**config.mk**
```make
export PLATFORM = sky130hd
export DESIGN_NAME = dram_arbiter
export DESIGN_NICKNAME = d
export VERILOG_FILES = /design/src/rtl/dram_arbiter.sv
export SDC_FILE = /design/constraint.sdc
export NUM_CORES = 1
export LEC_CHECK = 0
export ABC_AREA = 1
export CORE_ASPECT_RATIO = 1.1
export CORE_MARGIN = 2
export CORE_UTILIZATION = 50
export DETAILED_ROUTE_END_ITERATION = 10
export PLACE_DENSITY_LB_ADDON = 0.15
export SETUP_SLACK_MARGIN = 0.2
export SYNTH_ARGS = -nofsm -noshare
export SYNTH_HDL_FRONTEND = slang
export SYNTH_SLANG_ARGS = --single-unit
```
**constraint.sdc**
```tcl
create_clock -name CLK -period 1.89 [get_ports CLK]
set_input_delay 0.567 -clock CLK [delete_from_list [all_inputs] [get_ports CLK]]
set_output_delay 0.567 -clock CLK [all_outputs]
set_load 0.005 [all_outputs]
```
**src/rtl/dram_arbiter.sv**
```systemverilog
// Shares the DRAM controller's single cycle-request port among CPU, DMA and CBR refresh.
// Grants register one edge after REQ is sampled in IDLE; requesters wait on GNT, refresh defers up to MAX_DEFER.
module dram_arbiter #(
  parameter int REFRESH_INTERVAL = 375,
  parameter int MAX_DEFER        = 4,
  parameter int URGENT_LEVEL     = 2,
  parameter int CPU_STREAK_MAX   = 3
) (
  input  logic       CLK,
  input  logic       nRST,
  input  logic       CPU_REQ,
  output logic       CPU_GNT,
  output logic       CPU_DONE,
  input  logic       DMA_REQ,
  output logic       DMA_GNT,
  output logic       DMA_DONE,
  output logic       MEM_START,
  output logic       MEM_REFRESH,
  output logic       MEM_OWNER,
  input  logic       MEM_DONE,
  output logic [2:0] REFRESH_OWED,
  output logic       REFRESH_OVERRUN
);

  localparam logic [11:0] TICK_AT     = 12'(REFRESH_INTERVAL - 1);
  localparam logic [2:0]  OWED_MAX    = 3'(MAX_DEFER);
  localparam logic [2:0]  OWED_URGENT = 3'(URGENT_LEVEL);
  localparam logic [3:0]  STREAK_MAX  = 4'(CPU_STREAK_MAX);

  typedef enum logic [1:0] {IDLE, CYCLE, RELEASE} state_t;

  state_t      state, state_n;
  logic [11:0] timer;
  logic [3:0]  streak, streak_n;
  logic [2:0]  owed_n;
  logic        overrun_n;
  logic        tick, ref_grant;
  logic        cpu_gnt_n, dma_gnt_n, mem_refresh_n, mem_owner_n;
  logic        mem_start_n, cpu_done_n, dma_done_n;

  assign tick = (timer == TICK_AT);

  always_comb begin
    state_n       = state;
    streak_n      = streak;
    cpu_gnt_n     = CPU_GNT;
    dma_gnt_n     = DMA_GNT;
    mem_refresh_n = MEM_REFRESH;
    mem_owner_n   = MEM_OWNER;
    mem_start_n   = 1'b0;
    cpu_done_n    = 1'b0;
    dma_done_n    = 1'b0;
    ref_grant     = 1'b0;

    case (state)
      IDLE: begin
        if (!DMA_REQ) streak_n = '0;
        if (REFRESH_OWED >= OWED_URGENT) begin
          ref_grant = 1'b1;
        end else if (DMA_REQ && streak == STREAK_MAX) begin
          dma_gnt_n   = 1'b1;
          mem_owner_n = 1'b1;
          streak_n    = '0;
        end else if (CPU_REQ) begin
          cpu_gnt_n   = 1'b1;
          mem_owner_n = 1'b0;
          if (DMA_REQ && streak != STREAK_MAX) streak_n = streak + 4'd1;
        end else if (DMA_REQ) begin
          dma_gnt_n   = 1'b1;
          mem_owner_n = 1'b1;
          streak_n    = '0;
        end else if (REFRESH_OWED != 3'd0) begin
          ref_grant = 1'b1;
        end
        if (ref_grant) mem_refresh_n = 1'b1;
        if (ref_grant || cpu_gnt_n || dma_gnt_n) begin
          mem_start_n = 1'b1;
          state_n     = CYCLE;
        end
      end
      CYCLE: begin
        if (MEM_DONE) begin
          cpu_done_n    = CPU_GNT;
          dma_done_n    = DMA_GNT;
          cpu_gnt_n     = 1'b0;
          dma_gnt_n     = 1'b0;
          mem_refresh_n = 1'b0;
          state_n       = RELEASE;
        end
      end
      default: state_n = IDLE;
    endcase

    // A tick and a refresh grant on the same edge cancel out.
    owed_n    = REFRESH_OWED;
    overrun_n = REFRESH_OVERRUN;
    if (tick && !ref_grant) begin
      if (REFRESH_OWED == OWED_MAX) overrun_n = 1'b1;
      else                          owed_n    = REFRESH_OWED + 3'd1;
    end else if (!tick && ref_grant) begin
      owed_n = REFRESH_OWED - 3'd1;
    end
  end

  always_ff @(posedge CLK) begin
    if (!nRST) begin
      state           <= IDLE;
      timer           <= '0;
      streak          <= '0;
      CPU_GNT         <= 1'b0;
      CPU_DONE        <= 1'b0;
      DMA_GNT         <= 1'b0;
      DMA_DONE        <= 1'b0;
      MEM_START       <= 1'b0;
      MEM_REFRESH     <= 1'b0;
      MEM_OWNER       <= 1'b0;
      REFRESH_OWED    <= '0;
      REFRESH_OVERRUN <= 1'b0;
    end else begin
      state           <= state_n;
      timer           <= tick ? 12'd0 : timer + 12'd1;
      streak          <= streak_n;
      CPU_GNT         <= cpu_gnt_n;
      CPU_DONE        <= cpu_done_n;
      DMA_GNT         <= dma_gnt_n;
      DMA_DONE        <= dma_done_n;
      MEM_START       <= mem_start_n;
      MEM_REFRESH     <= mem_refresh_n;
      MEM_OWNER       <= mem_owner_n;
      REFRESH_OWED    <= owed_n;
      REFRESH_OVERRUN <= overrun_n;
    end
  end

endmodule
```
Word-level counts from Yosys, hierarchy flattened. Cells that the tools add are included.

Add/subtract/negate cells: 4. Multiply operators: 0. Divide/modulo/power cells: 0. $lt $le $gt $ge: 1. Equal/unequal tests: 9. Shift operators: 0. Mux-type cells: 37. Bitwise logic cells: 2. Reductions and logical operators: 22.

Operator list (number): 2-to-1 mux 4 bit (6); 2-to-1 mux 1 bit (22); adder 12 x 1 -> 12 bit (second input constant) (1); equality test 12 x 9 -> 1 bit (second input constant) (1); AND reduction 2 bit (5); 2-to-1 mux 3 bit (3); AND reduction 3 bit (3); inequality test 2 bit (second input constant) (3); case mux 1 bit (2 select lines) (3); nonzero test 3 bit (2); adder 4 x 1 -> 4 bit (second input constant) (1); equality test 4 x 2 -> 1 bit (second input constant) (1); logical AND 1 bit (4); 2-to-1 mux 2 bit (2); inequality test 4 x 2 -> 1 bit (second input constant) (1); case mux 2 bit (2 select lines) (1); nonzero test 2 bit (2); adder 3 x 1 -> 3 bit (second input constant) (1); equality test 3 bit (second input constant) (1); greater-or-equal comparator 3 x 2 -> 1 bit (second input constant) (1); subtractor 3 x 1 -> 3 bit (second input constant) (1); equality test 2 x 1 -> 1 bit (second input constant) (1); logical NOT 1 bit (2); logical NOT 2 bit (1); 4 further kinds (6).

Register bits after elaboration: 29. Bits in latches: 0. Bits in writable memories: 0. ROM bits: 0. Input bits: 5. Output and inout bits: 11. Logic and storage cells: 87. Memories: 0.

Longest topological paths before layout.
Depth in word-level cells: 12. Depth in mapped cells: 14. Depth with buffers taken out: 14.

Least setup slack after synthesis. No wires, ideal clock.

Kind: input to register. Start point: in CPU_REQ. End point: reg REFRESH_OWED[2]. Setup time: 0.115 ns. Data arrival time: 1.578 ns. Data required time: 1.775 ns. Path slack: 0.197 ns. Cell stages on the path: 10. Buffers on the path: 0. Cells stage by stage: nor2_1 > nand2_1 > nand2_2 > nand2_2 > nand3_2 > fa_1 > nand3_1 > nand2_1 > a21oi_1 > nor2_1.

Longest elaborated chain between the ends: 9. Elaborated cells between the ends (all ways): 12. Those cells by class: eq/ne: 1; mux: 6; reduce/logical: 5.

RTL lines: start: declaration (line 11) `input logic CPU_REQ,`; 2-to-1 mux 1 bit (*) (line 64) `end else if (CPU_REQ) begin`; 2-to-1 mux 1 bit (*) (line 60) `end else if (DMA_REQ && streak == STREAK_MAX) begin`; 2-to-1 mux 1 bit (*) (line 58) `if (REFRESH_OWED >= OWED_URGENT) begin`; 2-to-1 mux 1 bit (*) (2 in a row) (line 55) `case (state)`; logical NOT 1 bit (line 97) `if (tick && !ref_grant) begin`; logical AND 1 bit (line 97); inequality test 2 bit (no source line) or nonzero test 2 bit (tied branches); AND reduction 2 bit (no source line); end signal: assignment (line 130) `REFRESH_OWED <= owed_n;`; end: declaration (line 21) `output logic [2:0] REFRESH_OWED,`.

Every way passes the cells marked *; elsewhere a longest branch is shown, timed or not. The select of a mux whose other input is x is not followed. A chain may end at the register's enable or synchronous reset.

Worst setup path after layout.
Start point: reg timer[0]. End point: reg REFRESH_OWED[2].

Longest elaborated chain between the ends: 5. Elaborated cells between the ends (all ways): 8. Those cells by class: eq/ne: 2; mux: 1; reduce/logical: 5.

RTL lines: start: declaration (line 33) `logic [11:0] timer;`; start signal: assignment (line 121) `timer <= tick ? 12'd0 : timer + 12'd1;`; equality test 12 x 9 -> 1 bit (*) (line 41) `assign tick = (timer == TICK_AT);`; logical NOT 1 bit (line 100) `end else if (!tick && ref_grant) begin`; logical AND 1 bit (line 100); nonzero test 2 bit (no source line); AND reduction 2 bit (no source line).

Every way passes the cells marked *; elsewhere a longest branch is shown, timed or not.

==> impl_results.md <==
- Pwr Total: 0.001177 W
- Global-route wire length before repair: 5050 um
- Layout Nets: 230
- Worst Reg-to-Reg Cells: 12
- EDFF count, synth: 0
- Initial Utilization: 52.20%
- Num CTS Buffers: 5
- Die footprint: 3291 sq um
- Slew HR: 72.09%
- Worst-margin pin slew: 0.4177 ns
- Max Root-Sink Buffers: 2
- P_leak: 0.8115 nW
- Worst flop-to-flop path startpoint: timer[0]$_SDFF_PP0_
- Top cell type's share of synthesized area: 40.77%
- Port Buffers: 15
- Clock Latency Late Sink: 0.33 ns
- Critical hold path startpoint: REFRESH_OVERRUN$_SDFFE_PN0P_
- Register area: 603.1 sq um
- Ports: 16
- Number of DRC markers in iteration 0: 35
- Combinational power share: 12.3%
- Int Power: 0.0008721 W
- CTS tree: yes
- CP startpoint kind: flip-flop
- Fin crit share: 88.88%
- Setup-failing EPs final: 0
- Sequential power share: 55.3%
- CP required: 2.12 ns
- DRT antenna net count: 0
- Antenna violations before repair: 0
- Fill count: 247
- Critical R2R Capture: REFRESH_OWED[2]$_SDFFE_PN0P_
- Synth warn: 0
- Ranking of synthesized cells by area: dfxtp_1, nand2_1, nor2_1
- Met1 GRT Util: 22.38%
- GR Util met3: 7.500%
- Share of cells above drive strength 1: 28.05%
- Largest net degree at the start of global routing: 13
- Pre-Repair DR Iteration Count: 5
- Cts hold-fix bufs: 0
- H-Tree Depth: 2
- Synth Cell Area: 1424 sq um
- Hold/Removal Path Class: reg -> reg
- Std-Cell Rows: 20
- Clock sink count: 29
- Clock root buffer: clkbuf_4
- Synth area leader: dfxtp_1
- Worst Skew: 0.005671 ns
- Ys flop type: dfxtp_1
- Max Clk Rate: 595.3 MHz
- Place WS: -0.3315 ns
- Die Height: 59.97 um
- Mapped Nets: 197
- Flops & latches, synth: 29
- Clk pin slew, worst setup/hold paths: 0.09 ns
- Worst setup path category: reg -> reg
- GP Congestion: 0.8630
- Max_cap viols: 0
- Switching Power: 0.0003044 W
- Final min period: 1.680 ns
- DRC Markers: 0
- GRT Util Overall: 21.98%
- Crit-path max FO: 2
- Hold path cells: 1
- Cells after Synth: 188
- Pwr/cell area: 653.4 nW/um^2
- R2R Setup Slk: 0.21 ns
- Multi-input gate area: 763.2 sq um
- Crit. End Element: flip-flop
- Antenna Cells: 0
- Chip width: 54.88 um
- Max VDD drop: 0.5592 mV
- Sw frac: 25.87%
- Core area: 2728 sq um
- Met2 usage: 38.44%
- Cell with the most instances after synthesis: nand2_1
- DP HPWL: 2287 um
- RSZ-0062 raised after global routing: yes
- Hold endpoint: REFRESH_OVERRUN$_SDFFE_PN0P_
- Worst Setup Slack, final: 0.2102 ns
- Post-synth ARST share: 0%
- WL/cell: 12.05 um
- Area growth syn-to-layout: 26.45%
- Synth unique cells: 28
- Vias in the first global route: 1266
- WP data arrival: 1.91 ns
- Busiest metal layer after global routing: met2
- Overflow after GRT: 0
- Number of vias per cell: 5.087
- Vias: 1292
- Routed wire length: 3061 um
- Seq/Total Area, Yosys: 40.77%
- Status: finished clean
- Syn avg cell area: 7.574 sq um
- Max Transition Viols Final: 0
- Clock Power Share: 32.4%
- Final hold violation count: 0
- Post-layout util: 66.01%
- Post-synth top cells: nand2_1, dfxtp_1, nor2_1
## power by group through the flow
stage	Sequential, W	Clock (W)	Combinational (W)
after global routing	0.000654	0.000413	0.000160
after CTS	0.000650	0.000398	0.000143
final	0.000650	0.000381	0.000145
after detailed placement	0.000668	0	0.000136
after global placement	0.000666	0	0.000132
after floorplan	0.000667	0	0.0000758
## worst max-delay path: stages, from the launching register on
cell	delay (ns)
dfxtp_2	0.33
inv_2	0.05
ha_4	0.12
nand2_1	0.05
inv_1	0.05
nand2_1	0.06
nor2_2	0.11
nand3_2	0.11
fa_2	0.37
nand3_2	0.09
nand2_2	0.06
a21oi_1	0.12
nor2_1	0.06
## flip-flops by register name (all words and copies together), names as in the netlist
register and cells:
timer 12, streak 4, REFRESH_OWED 3, state 2
CPU_DONE 1, CPU_GNT 1, DMA_DONE 1, DMA_GNT 1
MEM_OWNER 1, MEM_REFRESH 1, MEM_START 1, REFRESH_OVERRUN 1
## layout make-up
type | count | area share, %
Tap cell | 33 | 2.293
Timing Repair Buffer | 28 | 13.76
Sequential cell | 29 | 33.50
Inverter | 24 | 5.003
Multi-Input combinational cell | 133 | 42.39
Clock buffer | 7 | 3.058
## layout by cell type, fill, tap and decap left out, drive strengths merged
cell type       n
nand2          43
nor2           31
dfxtp          29
inv            24
nand3          15
buf            13
a21oi          12
dlygate4sd2    12
nor3            9
clkbuf          7
o21ai           6
ha              3
o21a            2
nand4           2
clkdlybuf4s50   2
nor3b           2
xor2            1
o31ai           1
xnor2           1
or2             1
o211a           1
nand3b          1
a31oi           1
fa              1
dlymetal6s2s    1
## stage by stage
| step | cells | hold slack (ns) | cell area [sq um] | setup TNS (ns) |
|---|---|---|---|---|
| CTS | 254 | 0.4779 | 1775 | 0 |
| finish | 254 | 0.4713 | 1800 | 0 |
| global route | 254 | 0.5054 | 1800 | 0 |
| floorplan | 188 | 0.4497 | 1426 | 0 |
| detailed placement | 241 | 0.4649 | 1660 | -0.7143 |
| global placement | 241 | 0.4489 | 1660 | -0.5294 |
## routing by layer
layer | vias up | wire length [um] | share of wire (%)
met2 | 18 | 1651 | 54
met5 | - | 0 | 0
met1 | 600 | 1224 | 40
met3 | 7 | 110 | 3.6
met4 | 0 | 75 | 2.5
li1 | 667 | - | -
## worst max path at each step
| stage | from | depth (start not counted) | endpoint |
|---|---|---|---|
| 5_1_grt | timer[0]$_SDFF_PP0_ | 14 | REFRESH_OWED[2]$_SDFFE_PN0P_ |
| 4_1_cts | timer[0]$_SDFF_PP0_ | 14 | REFRESH_OWED[2]$_SDFFE_PN0P_ |
| 3_5_place_dp | CPU_REQ | 13 | REFRESH_OWED[2]$_SDFFE_PN0P_ |
| 2_1_floorplan | CPU_REQ | 8 | REFRESH_OWED[1]$_SDFFE_PN0P_ |
| 3_3_place_gp | CPU_REQ | 11 | REFRESH_OWED[2]$_SDFFE_PN0P_ |
| 6_report | timer[0]$_SDFF_PP0_ | 12 | REFRESH_OWED[2]$_SDFFE_PN0P_ |
## cell families (layout without fill, tap and decap cells)
logic type	Yosys count	after routing	share of synthesized area, %
fa+ha+maj	4	4	4.043
compound gates	23	23	9.051
xor+xnor	2	2	1.230
simple gates	104	104	36.99
flops	29	29	40.77
buf+inv	26	59	7.909
## what timing repair did
action / 4_1_cts / 5_1_grt
endpoints found under the setup margin: 13 / 3
pin swaps: 8 / 5
gates resized for setup: 26 / 11
setup buffers: 6 / 0
Power figures use the tool's default switching activity.
